$ cat src/rtl/int_to_fp.sv
// -----------------------------------------------------------------------------
// int_to_fp -- multi-cycle signed integer to IEEE-754 single-precision converter.
//
// The integer magnitude is normalised by a shift-left loop that moves one bit
// per cycle. It is then rounded to nearest, ties to even, and packed as
// {sign, exponent, fraction}. Integer inputs never produce overflow, NaN or
// denormal results, so none of those cases are handled.
//
// Ports:
//   clk     in   1         system clock, rising edge
//   reset   in   1         synchronous, active-high; aborts any conversion
//   start   in   1         one-cycle request, accepted only in IDLE or DONE
//   dataa   in   IN_WIDTH  signed two's-complement operand, latched on start
//   result  out  32        IEEE single result, valid while done = 1
//   done    out  1         result valid; held until next accepted start/reset
//   busy    out  1         conversion in progress (ABS, NORM, ROUND)
//
// Latency, counting the start-sampling edge as edge 1: done rises after
// edge 2 for a zero input. Otherwise it rises after edge lz+4, where lz is
// the number of leading zeros of the magnitude.
// -----------------------------------------------------------------------------
module int_to_fp #(
    parameter int IN_WIDTH = 32  // only 32 is a specified configuration
) (
    input  logic                clk,
    input  logic                reset,
    input  logic                start,
    input  logic [IN_WIDTH-1:0] dataa,
    output logic [31:0]         result,
    output logic                done,
    output logic                busy
);

    // Exponent of a magnitude whose MSB is already at bit IN_WIDTH-1.
    localparam logic [7:0] EXP_INIT = 8'(127 + IN_WIDTH - 1);

    // Fraction, guard and sticky positions, measured from the top of the
    // normalised magnitude.
    localparam int FRAC_MSB  = IN_WIDTH - 2;
    localparam int GUARD_BIT = IN_WIDTH - 25;

    typedef enum logic [2:0] {
        S_IDLE,
        S_ABS,
        S_NORM,
        S_ROUND,
        S_DONE
    } state_e;

    state_e              state_q;
    logic                sign_q;
    logic [IN_WIDTH-1:0] mag_q;
    logic [7:0]          exp_q;
    logic [31:0]         result_q;
    logic                done_q;
    logic                busy_q;

    // Rounding datapath. This logic is combinational from the normalised
    // magnitude and is used only in ROUND.
    logic [22:0] frac;
    logic        guard;
    logic        sticky;
    logic        round_up;
    logic [23:0] frac_sum_d;   // carry-out in bit 23 marks mantissa overflow
    logic [22:0] frac_d;
    logic [7:0]  exp_d;

    // Two's-complement magnitude of the operand. The most negative input
    // maps onto itself, and reading that value as unsigned is the correct
    // magnitude.
    logic [IN_WIDTH-1:0] abs_d;

    always_comb begin
        // NOTE: every combinational output gets a default first so that no
        // path through the block can infer a latch.
        abs_d      = dataa[IN_WIDTH-1] ? (~dataa + 1'b1) : dataa;

        frac       = mag_q[FRAC_MSB -: 23];
        guard      = mag_q[GUARD_BIT];
        sticky     = |mag_q[GUARD_BIT-1:0];
        round_up   = guard && (sticky || frac[0]);
        frac_sum_d = {1'b0, frac} + {23'd0, round_up};

        frac_d     = frac_sum_d[22:0];
        exp_d      = exp_q;
        if (frac_sum_d[23]) begin
            // All-ones fraction rolled over: mantissa becomes 1.0, bump exp.
            frac_d = 23'd0;
            exp_d  = exp_q + 8'd1;
        end
    end

    // NOTE: all sequential state uses non-blocking assignments, so every
    // register samples values from before the clock edge.
    always_ff @(posedge clk) begin
        if (reset) begin
            state_q  <= S_IDLE;
            sign_q   <= 1'b0;
            mag_q    <= '0;
            exp_q    <= 8'd0;
            result_q <= 32'd0;
            done_q   <= 1'b0;
            busy_q   <= 1'b0;
        end else begin
            case (state_q)
                S_IDLE, S_DONE: begin
                    if (start) begin
                        sign_q  <= dataa[IN_WIDTH-1];
                        mag_q   <= abs_d;
                        exp_q   <= EXP_INIT;
                        done_q  <= 1'b0;
                        busy_q  <= 1'b1;
                        state_q <= S_ABS;
                    end
                end

                S_ABS: begin
                    if (mag_q == '0) begin
                        // Zero has no leading one; emit positive zero directly.
                        result_q <= 32'd0;
                        done_q   <= 1'b1;
                        busy_q   <= 1'b0;
                        state_q  <= S_DONE;
                    end else begin
                        state_q  <= S_NORM;
                    end
                end

                S_NORM: begin
                    if (mag_q[IN_WIDTH-1]) begin
                        state_q <= S_ROUND;
                    end else begin
                        mag_q <= {mag_q[IN_WIDTH-2:0], 1'b0};
                        exp_q <= exp_q - 8'd1;
                    end
                end

                S_ROUND: begin
                    exp_q    <= exp_d;
                    result_q <= {sign_q, exp_d, frac_d};
                    done_q   <= 1'b1;
                    busy_q   <= 1'b0;
                    state_q  <= S_DONE;
                end

                default: begin
                    state_q <= S_IDLE;
                    busy_q  <= 1'b0;
                    done_q  <= 1'b0;
                end
            endcase
        end
    end

    assign result = result_q;
    assign done   = done_q;
    assign busy   = busy_q;

endmodule

$ cat config.mk
export PLATFORM = sky130hd
export DESIGN_NAME = int_to_fp
export DESIGN_NICKNAME = d
export VERILOG_FILES = /design/src/rtl/int_to_fp.sv
export SDC_FILE = /design/constraint.sdc
export NUM_CORES = 1
export LEC_CHECK = 0
export ABC_CLOCK_PERIOD_IN_PS = 4600
export CAP_MARGIN = 20
export CORE_MARGIN = 2
export CORE_UTILIZATION = 41
export CTS_CLUSTER_SIZE = 14
export DETAILED_ROUTE_END_ITERATION = 16
export GPL_TIMING_DRIVEN = 1
export PLACE_DENSITY = 0.66
export SYNTH_ARGS = -nofsm -noshare
export SYNTH_HDL_FRONTEND = slang
export SYNTH_SLANG_ARGS = --single-unit
$ cat constraint.sdc
create_clock -name clk -period 4.6 [get_ports clk]
set_input_delay 1.15 -clock clk [delete_from_list [all_inputs] [get_ports clk]]
set_output_delay 1.15 -clock clk [all_outputs]
set_load 0.005 [all_outputs]
==> metrics.cfg, run 1 <==
[global_routing]
grt_pass1_wl_um=20100
antenna_found_initial=0
grt_use_total_pct=21.3
grt_max_degree=51
grt_overflow_total=0
grt_pass1_vias=3982

[sta]
slew_viol_final=0
max_freq_mhz=265
rsz0062_at_grt=no
finalSetupViolCount=0
period_minus_slack_ns=3.78
tightest_slew_ns=0.971
hold_violations=0
fin_setup_tns_ns=0
clock_skew_ns=0.0118
slew_headroom_pct=35.2
fin_crit_sh_pct=82.1

[cells_and_area]
n_antenna_cell=0
layout_common_cells=dfxtp_1 (78), clkdlybuf4s50_1 (68), nand2_1 (53)
final_cell_area_um2=5500
final_common_cell=dfxtp_1
layout-area-overhead-vs-synth_pct=21.9
layout-drive-gt1-share_pct=6.74
nets=642

[route]
wl_um=12100
drt_iter0_drc=262
via_count=4357
wire_per_inst_um=16.1
drcViolationCount=0
drt_first_pass_iters=5
vias_per_cell=5.82
ant_nets=0

[synth]
synthSimpleGateAreaFrac_pct=22.5
synthMuxAreaShare_pct=1.55
yosys_warnings=0
synthFlopType=dfxtp_1
synth.cell_area_um2=4510
synth_edf_count=0
ys_ff_latch=78
synth_seq_area_share_pct=34.6
syn_nets=595
synthXorXnorAreaFrac_pct=10.9
synth_compound_area_share_pct=24.8
synth.distinct_cells=60
synth_top_family_by_area=compound AO/OA/AOI/OAI gates
syn_avg_cell_area_um2=8.11
syn_inst=556
synth_adder_area_share_pct=1.11
async_flop_share_pct=0

[clocking]
clk_latency_ns=0.36
htreeDepth=3
path_clk_slew_ns=0.09
cts.sinks=78
postCtsSetupBuffers=0
ctsResizeCount=0
cts-root-buf=clkbuf_8
cts_buffers=9
tritoncts=built
cts_buffer_depth=2
holdBufCountCts=0

[power_and_ir_drop]
power_density_nw_per_um2=320
p_clk_share_pct=32.7
vdd_drop_max_mv=0.163
p_int_mw=1.20
combinationalPowerShare_pct=21.2
p_sw_share_pct=31.9
seq_power_share_pct=46.1
p_leak_nw=1.80
switching_power_uw=560

[place]
port_buffers=68
placed_area_um2=5280
dp_hpwl_um=8770
gp_congestion=0.879

[min_path]
hold_class=reg2reg

[run_status]
status=complete, no violations

[critical_path]
crit_fanout=7
worstPathArrival_ns=4.05
cp_data_required_time_ns=4.87
crit_type=in2reg
endpoint_kind=flop
worst_setup_path_start_kind=input pin

[floorplan]
fp.dieH_um=109
core_um2=10800
dieArea_um2=11900
die_w_um=109
ioPinCount=69
rows=38
start_util_pct=41.8

[job]
maxCapViolations=0

[worst paths after layout]
| check | slack [ns] | endpoint | depth (start not counted) | from |
|---|---|---|---|---|
| hold / removal | 0.46 | result[28] | 1 | result[28] |
| setup / recovery | 0.82 | mag_q[22] | 9 | dataa[0] |
| hold reg to reg | 0.46 | result[28] | 1 | result[28] |
| setup reg to reg | 1.67 | exp_q[1] | 6 | mag_q[12] |
[logic make-up after synthesis]
group,count (synthesis)
compound gates,156
xor+xnor,56
fa+ha+maj,4
buf+inv,52
flops,78
mux,7
simple gates,203
[final cells by class]
| class | count | area (µm²) |
|---|---|---|
| repair buffers | 77 | 748 |
| inverters | 11 | 41.3 |
| clock inverters | 7 | 97.6 |
| well taps | 140 | 175 |
| multi-input cells | 426 | 2750 |
| flip-flops and latches | 78 | 1560 |
| fillers | 1059 | 5300 |
| clock buffers | 9 | 124 |
[cells in the mapped netlist, types with 11 or more instances]
cell type	number	area (µm²)
xnor2_1	34	298
nand2_1	53	199
dfxtp_1	78	1560
a21oi_1	28	140
o2bb2ai_1	20	175
nor3_1	24	120
o21ai_0	30	150
nor2_1	48	180
clkbuf_1	35	131
o31ai_1	11	82.6
xor2_1	22	193
nand3_1	21	105
[per-stage QoR]
stage / std cells / utilization, % / total power [mW] / worst slack [ns] / hold slack, ns
global route: 748 / 50.9 / 1.85 / 0.678 / 0.480
detailed placement: 732 / 48.9 / 1.19 / 0.462 / 0.443
CTS: 748 / 50.9 / 1.76 / 0.846 / 0.465
finish: 748 / 50.9 / 1.76 / 0.825 / 0.459
floorplan: 556 / - / 1.05 / 1.25 / 0.442
global placement: 732 / 48.9 / 1.18 / 0.572 / 0.438
[flip-flops by register name, summed over array words and instances (netlist names)]
signal   count
done         1
sign_q       1
mag_q       32
state_q      3
result      32
busy         1
exp_q        8
[routing by layer]
| metal | part of all wire (%) | GRT usage, % | vias to the layer above |
|---|---|---|---|
| met1 | 49 | 30.9 | 2064 |
| met4 | 1.0 | 5.22 | 0 |
| li1 | - | - | 2143 |
| met5 | 0 | 0 | - |
| met3 | 5.8 | 4.06 | 8 |
| met2 | 44 | 32.4 | 142 |
[power groups by stage]
stage / combinational, mW / clock (mW) / sequential [mW]
floorplan: 0.275 / 0 / 0.778
global placement: 0.362 / 0 / 0.821
detailed placement: 0.367 / 0 / 0.823
CTS: 0.369 / 0.586 / 0.807
global route: 0.415 / 0.616 / 0.820
finish: 0.372 / 0.575 / 0.810
[worst max-delay path, stage by stage]
cell	delay, ns
clkdlybuf4s50_1	0.48
inv_1	0.09
ha_1	0.17
or4b_2	0.66
nand4bb_1	0.40
or2_2	0.42
o41ai_1	0.33
xor2_1	0.12
a211oi_1	0.23
Note: power is estimated with default switching activity, not from simulation.
==> run 2: changes to the inputs <==
--- a/config.mk
+++ b/config.mk
@@ -5,7 +5,7 @@
 export SDC_FILE = /design/constraint.sdc
 export NUM_CORES = 1
 export LEC_CHECK = 0
-export ABC_CLOCK_PERIOD_IN_PS = 4600
+export ABC_CLOCK_PERIOD_IN_PS = 3600
 export CAP_MARGIN = 20
 export CORE_MARGIN = 2
 export CORE_UTILIZATION = 41
==> constraint.sdc (replaced) <==
create_clock -name clk -period 3.6 [get_ports clk]
set_input_delay 0.9 -clock clk [delete_from_list [all_inputs] [get_ports clk]]
set_output_delay 0.9 -clock clk [all_outputs]
set_load 0.005 [all_outputs]
==> run 2 against run 1 <==
Compared with the run above: global-route usage grew 0.72 points; sequential power up 28%; register-to-register slack worse by 0.95 ns; highest routed layer unchanged.
==> metrics.cfg, run 2 (synthesis results as in run 1) <==
[run_status]
status=complete, no violations  ; unchanged

[clocking]
cts.sinks=78  ; unchanged
clk_latency_ns=0.38  ; was 0.36 ns
holdBufCountCts=0  ; unchanged
cts_buffer_depth=2  ; unchanged
htreeDepth=3  ; unchanged
ctsResizeCount=0  ; unchanged
cts_buffers=9  ; unchanged
cts-root-buf=clkbuf_8  ; unchanged
postCtsSetupBuffers=0  ; unchanged
tritoncts=built  ; unchanged
path_clk_slew_ns=0.08  ; was 0.09 ns

[floorplan]
start_util_pct=41.8  ; unchanged
die_w_um=109  ; unchanged
core_um2=10800  ; unchanged
fp.dieH_um=109  ; unchanged
ioPinCount=69  ; unchanged
rows=38  ; unchanged
dieArea_um2=11900  ; unchanged

[power_and_ir_drop]
fin_total_pwr_mw=2.28  ; was 1.76 mW
switching_power_uw=715  ; was 560 µW
p_clk_share_pct=33.4  ; was 32.7%
vdd_drop_max_mv=0.171  ; was 0.163 mV
combinationalPowerShare_pct=21.1  ; was 21.2%
p_int_mw=1.56  ; was 1.20 mW
power_density_nw_per_um2=410  ; was 320 nW/µm²
seq_power_share_pct=45.5  ; was 46.1%
p_leak_nw=1.84  ; was 1.80 nW
p_sw_share_pct=31.4  ; was 31.9%

[critical_path]
worstPathArrival_ns=3.50  ; was 4.05 ns
crit_type=in2reg  ; unchanged
endpoint_kind=flop  ; unchanged
r2r_slack_ns=0.72  ; was 1.67 ns
cp_data_required_time_ns=3.90  ; was 4.87 ns
r2r_end=exp_q[3]  ; was exp_q[1]
worst_setup_path_start_kind=input pin  ; unchanged
crit_fanout=3  ; was 7
setup.worst_path.start=dataa[0]  ; unchanged
rr_worst_depth=6  ; unchanged
critPathCapture=mag_q[22]  ; unchanged
rr_startpoint=mag_q[12]  ; unchanged

[sta]
hold_violations=0  ; unchanged
slew_viol_final=0  ; unchanged
slew_headroom_pct=43.9  ; was 35.2%
tightest_slew_ns=0.839  ; was 0.971 ns
clock_skew_ns=0.00986  ; was 0.0118 ns
period_minus_slack_ns=3.20
max_freq_mhz=312
rsz0062_at_grt=no  ; unchanged
finalSetupViolCount=0  ; unchanged
fin_crit_sh_pct=89.0
fin_setup_tns_ns=0  ; unchanged

[cells_and_area]
final_common_cell=dfxtp_1  ; unchanged
layout-drive-gt1-share_pct=7.64  ; was 6.74%
fillerInstances=1059  ; unchanged
layout-area-overhead-vs-synth_pct=23.1  ; was 21.9%
final_cell_area_um2=5550  ; was 5500 µm²
layout_common_cells=dfxtp_1 (78), clkdlybuf4s50_1 (68), nand2_1 (53)  ; unchanged
nets=650  ; was 642
n_antenna_cell=0  ; unchanged

[place]
gp_congestion=0.876  ; was 0.879
dp_hpwl_um=8880  ; was 8770 µm
port_buffers=68  ; unchanged
placed_area_um2=5330  ; was 5280 µm²

[job]
maxCapViolations=0  ; unchanged

[route]
drt_first_pass_iters=5  ; unchanged
wl_um=12400  ; was 12,100 µm
via_count=4404  ; was 4,357
drcViolationCount=0  ; unchanged
wire_per_inst_um=16.4  ; was 16.1 µm
vias_per_cell=5.83  ; was 5.82
drt_iter0_drc=306  ; was 262
ant_nets=0  ; unchanged

[global_routing]
grt_pass1_vias=4060  ; was 3,982
grt_overflow_total=0  ; unchanged
grt_use_total_pct=22.0  ; was 21.3%
grt_pass1_wl_um=20400  ; was 20,100 µm
antenna_found_initial=0  ; unchanged
grt_max_degree=51  ; unchanged

[min_path]
hold_class=reg2reg  ; unchanged

[run 2: layout make-up]
class	instances	area (µm²)	share of cell area, %
sequential	78	1560	28.1
clock inverter	4	70.1	1.26
tap	140	175	3.15
clock buffer	11	151	2.73
multi-input combinational	426	2750	49.4
inverter	11	41.3	0.744
timing repair buffer	85	808	14.6
[run 2: worst min-delay path by stage]
stage,startpoint,to,slack (ns),cells past startpoint
floorplan,sign_q,result[31],0.44,1
CTS,result[9],result[9],0.47,1
global route,result[9],result[9],0.48,1
global placement,result[24],result[24],0.44,1
detailed placement,result[9],result[9],0.45,1
finish,result[28],result[28],0.46,1
[run 2: metal layers]
| layer | vias up | track usage, % | share of wire [%] |
|---|---|---|---|
| met3 | 15 | 7.23 | 6.2 |
| li1 | 2171 | - | - |
| met1 | 2074 | 30.6 | 49 |
| met2 | 144 | 32.3 | 43 |
| met5 | - | 0 | 0 |
| met4 | 0 | 6.41 | 1.6 |
[run 2: worst max-delay path, cell delays in order]
cell and delay [ns]:
clkdlybuf4s50_1 0.42, inv_1 0.07, ha_1 0.17, or4b_2 0.62
nand4bb_1 0.25, or2_2 0.36, o41ai_1 0.35, xor2_1 0.13
a211oi_1 0.23
[run 2: power by group through the flow]
stage	Combinational, mW	Sequential, mW	Clock (mW)
finish	0.480	1.04	0.761
global route	0.537	1.05	0.812
global placement	0.467	1.05	0
detailed placement	0.473	1.05	0
floorplan	0.351	0.994	0
CTS	0.476	1.03	0.774
[run 2: metrics by stage]
stage                     std cells  worst slack [ns]  util, %  hold WS [ns]
after floorplan                 556             0.505        -         0.442
after global placement          740             0.122     49.4         0.440
after detailed placement        740            0.0186     49.4         0.448
after CTS                       755             0.410     51.4         0.470
after global routing            755             0.237     51.4         0.477
final                           755             0.395     51.4         0.463
==> run 3: changes to the inputs <==
--- a/config.mk
+++ b/config.mk
@@ -5,14 +5,17 @@
 export SDC_FILE = /design/constraint.sdc
 export NUM_CORES = 1
 export LEC_CHECK = 0
+export ABC_AREA = 1
 export ABC_CLOCK_PERIOD_IN_PS = 3600
 export CAP_MARGIN = 20
+export CELL_PAD_IN_SITES_DETAIL_PLACEMENT = 0
+export CELL_PAD_IN_SITES_GLOBAL_PLACEMENT = 2
 export CORE_MARGIN = 2
-export CORE_UTILIZATION = 41
+export CORE_UTILIZATION = 29
 export CTS_CLUSTER_SIZE = 14
 export DETAILED_ROUTE_END_ITERATION = 16
 export GPL_TIMING_DRIVEN = 1
-export PLACE_DENSITY = 0.66
+export PLACE_DENSITY = 0.82
 export SYNTH_ARGS = -nofsm -noshare
 export SYNTH_HDL_FRONTEND = slang
 export SYNTH_SLANG_ARGS = --single-unit
==> run 3 against run 2 <==
Compared with the run above: design area up 12%; area after synthesis up 13%; sequential share of layout area down 3.0 points; setup slack better by 0.59 ns; utilization down 15 points.
==> metrics.cfg, run 3 <==
[sta]
fin_crit_sh_pct=72.6  ; was 89.0%
clock_skew_ns=0.0109  ; was 0.00986 ns
period_minus_slack_ns=2.61  ; was 3.20 ns
fin_setup_tns_ns=0  ; unchanged
slew_headroom_pct=45.7  ; was 43.9%
hold_violations=0  ; unchanged
finalSetupViolCount=0  ; unchanged
max_freq_mhz=383  ; was 312 MHz
rsz0062_at_grt=no  ; unchanged
holdWs_ns=0.459  ; was 0.463 ns
tightest_slew_ns=0.814  ; was 0.839 ns
slew_viol_final=0  ; unchanged

[synth]
syn_inst=824  ; was 556
synth_edf_count=0  ; unchanged
yosysMostFrequentCell=nand2_1  ; was dfxtp_1
yosys_warnings=0  ; unchanged
syn_avg_cell_area_um2=6.16  ; was 8.11 µm²
synth_top_cell_area_share_pct=30.8  ; was 34.6%
synth_commonest_cells=nand2_1 (188), nor2_1 (104), a21oi_1 (101)  ; was dfxtp_1 (78), nand2_1 (53), nor2_1 (48)
ys_ff_latch=78  ; unchanged
syn_nets=863  ; was 595
async_flop_share_pct=0  ; unchanged
ys_top_cells_by_area=dfxtp_1 (31%), nand2_1 (14%), a21oi_1 (10%)  ; was dfxtp_1 (35%), xnor2_1 (6.6%), nand2_1 (4.4%)
synth.cell_area_um2=5070  ; was 4510 µm²
yosys.area.top_type=dfxtp_1  ; unchanged
synthFlopType=dfxtp_1  ; unchanged
synth.distinct_cells=38  ; was 60
synth_seq_area_share_pct=30.8  ; was 34.6%

[place]
dp_hpwl_um=12200  ; was 8880 µm
gp_congestion=0.837  ; was 0.876
port_buffers=68  ; unchanged
place_inst=1089  ; was 740

[job]
maxCapViolations=0  ; unchanged

[global_routing]
grt_pass1_vias=5018  ; was 4,060
grt_use_total_pct=17.9  ; was 22.0%
antenna_found_initial=0  ; unchanged
grt_pass1_wl_um=26200  ; was 20,400 µm
grt_max_degree=40  ; was 51
grt_overflow_total=0  ; unchanged

[critical_path]
crit_fanout=6  ; was 3
worstPathArrival_ns=2.88  ; was 3.50 ns
crit_type=in2reg  ; unchanged
rr_startpoint=mag_q[7]  ; was mag_q[12]
r2r_slack_ns=1.39  ; was 0.72 ns
endpoint_kind=flop  ; unchanged
rr_worst_depth=11  ; was 6
r2r_end=result[22]  ; was exp_q[3]
cp_data_required_time_ns=3.87  ; was 3.90 ns
worst_setup_path_start_kind=input pin  ; unchanged

[clocking]
tritoncts=built  ; unchanged
path_clk_slew_ns=0.06  ; was 0.08 ns
cts_buffer_depth=2  ; unchanged
htreeDepth=3  ; unchanged
cts.sinks=78  ; unchanged
holdBufCountCts=0  ; unchanged
clk_latency_ns=0.34  ; was 0.38 ns
postCtsSetupBuffers=0  ; unchanged
ctsResizeCount=0  ; unchanged
cts_buffers=9  ; unchanged
cts-root-buf=clkbuf_16  ; was clkbuf_8

[route]
wl_met2_um=7140  ; was 5380 µm
via_count=5386  ; was 4,404
drt_iter0_drc=273  ; was 306
drt_first_pass_iters=7  ; was 5
wire_per_inst_um=14.4  ; was 16.4 µm
wl_met3_um=510  ; was 764 µm
ant_nets=0  ; unchanged
vias_per_cell=4.87  ; was 5.83
drcViolationCount=0  ; unchanged
top_layer_used=met4  ; unchanged
m1WireLength_um=8010  ; was 6040 µm
wl_um=15900  ; was 12,400 µm

[cells_and_area]
final_common_cell=nand2_1  ; was dfxtp_1
layout-drive-gt1-share_pct=6.36  ; was 7.64%
nets=914  ; was 650
fillerInstances=1987  ; was 1,059
layout_common_cells=nand2_1 (188), nor2_1 (104), a21oi_1 (101)  ; was dfxtp_1 (78), clkdlybuf4s50_1 (68), nand2_1 (53)
n_antenna_cell=0  ; unchanged
final_cells=1105  ; was 755
layout-area-overhead-vs-synth_pct=22.4  ; was 23.1%

[floorplan]
fp.dieH_um=136  ; was 109 µm
die_w_um=136  ; was 109 µm
start_util_pct=29.5  ; was 41.8%
dieArea_um2=18600  ; was 11,900 µm²
ioPinCount=69  ; unchanged
rows=48  ; was 38
core_um2=17200  ; was 10,800 µm²

[power_and_ir_drop]
fin_total_pwr_mw=3.41  ; was 2.28 mW
vdd_drop_max_mv=0.202  ; was 0.171 mV
p_leak_nw=2.58  ; was 1.84 nW
power_density_nw_per_um2=549  ; was 410 nW/µm²

[min_path]
hold_class=reg2reg  ; unchanged
min-delay-start=result[8]  ; was result[28]
min_to=result[8]  ; was result[28]
hold_depth=2  ; was 1

[run_status]
status=complete, no violations  ; unchanged

[run 3: routing by layer]
layer	vias to the layer above	GRT usage, %
li1	2835	-
met5	-	0
met2	120	27.7
met1	2416	25.6
met3	15	2.31
met4	0	5.50
[run 3: how the worst max path moves through the flow]
stage | startpoint | end
after floorplan | dataa[1] | mag_q[28]
after global placement | dataa[0] | mag_q[24]
after detailed placement | dataa[0] | mag_q[28]
after CTS | dataa[0] | mag_q[28]
after global routing | dataa[0] | mag_q[24]
final | dataa[0] | mag_q[28]
[run 3: area by class of cell]
cell class	instances	area (µm²)	area share [%]
multi-input combinational	633	3050	49.1
sequential	78	1560	25.1
timing repair buffer	73	718	11.6
clock buffer	9	225	3.63
tap	225	282	4.53
inverter	80	300	4.84
clock inverter	7	72.6	1.17
[run 3: through the flow]
stage / area (µm²) / setup slack (ns) / util [%]
detailed placement: 5910 / 0.610 / 34.4
CTS: 6210 / 0.958 / 36.2
global route: 6210 / 0.697 / 36.2
floorplan: 5070 / 1.49 / -
global placement: 5910 / 0.678 / 34.4
finish: 6210 / 0.987 / 36.2
[run 3: power breakdown]
| group | internal [mW] | switching [mW] | leakage [nW] | total, mW |
|---|---|---|---|---|
| combinational | 0.422 | 0.756 | 1.80 | 1.18 |
| clock | 0.538 | 0.384 | 0.142 | 0.922 |
| sequential | 1.04 | 0.268 | 0.639 | 1.31 |
| total | 2.00 | 1.41 | 2.58 | 3.41 |
[run 3: kinds of logic after synthesis]
| family | share of synthesized area [%] |
|---|---|
| AO/OA/AOI/OAI | 21.0 |
| AND/OR/NAND/NOR | 37.4 |
| buffers and inverters | 9.12 |
| adder cells (fa/ha/maj) | 0.986 |
| flip-flops | 30.8 |
| XOR/XNOR | 0.690 |
[run 3: critical path, cell delays in order]
cell,delay (ns)
clkdlybuf4s50_1,0.45
inv_1,0.09
ha_1,0.19
nand3_1,0.13
nor2_1,0.43
nand3_1,0.18
nand2_1,0.17
nand2_1,0.07
nand2_1,0.06
nand3_1,0.07
a21oi_1,0.15
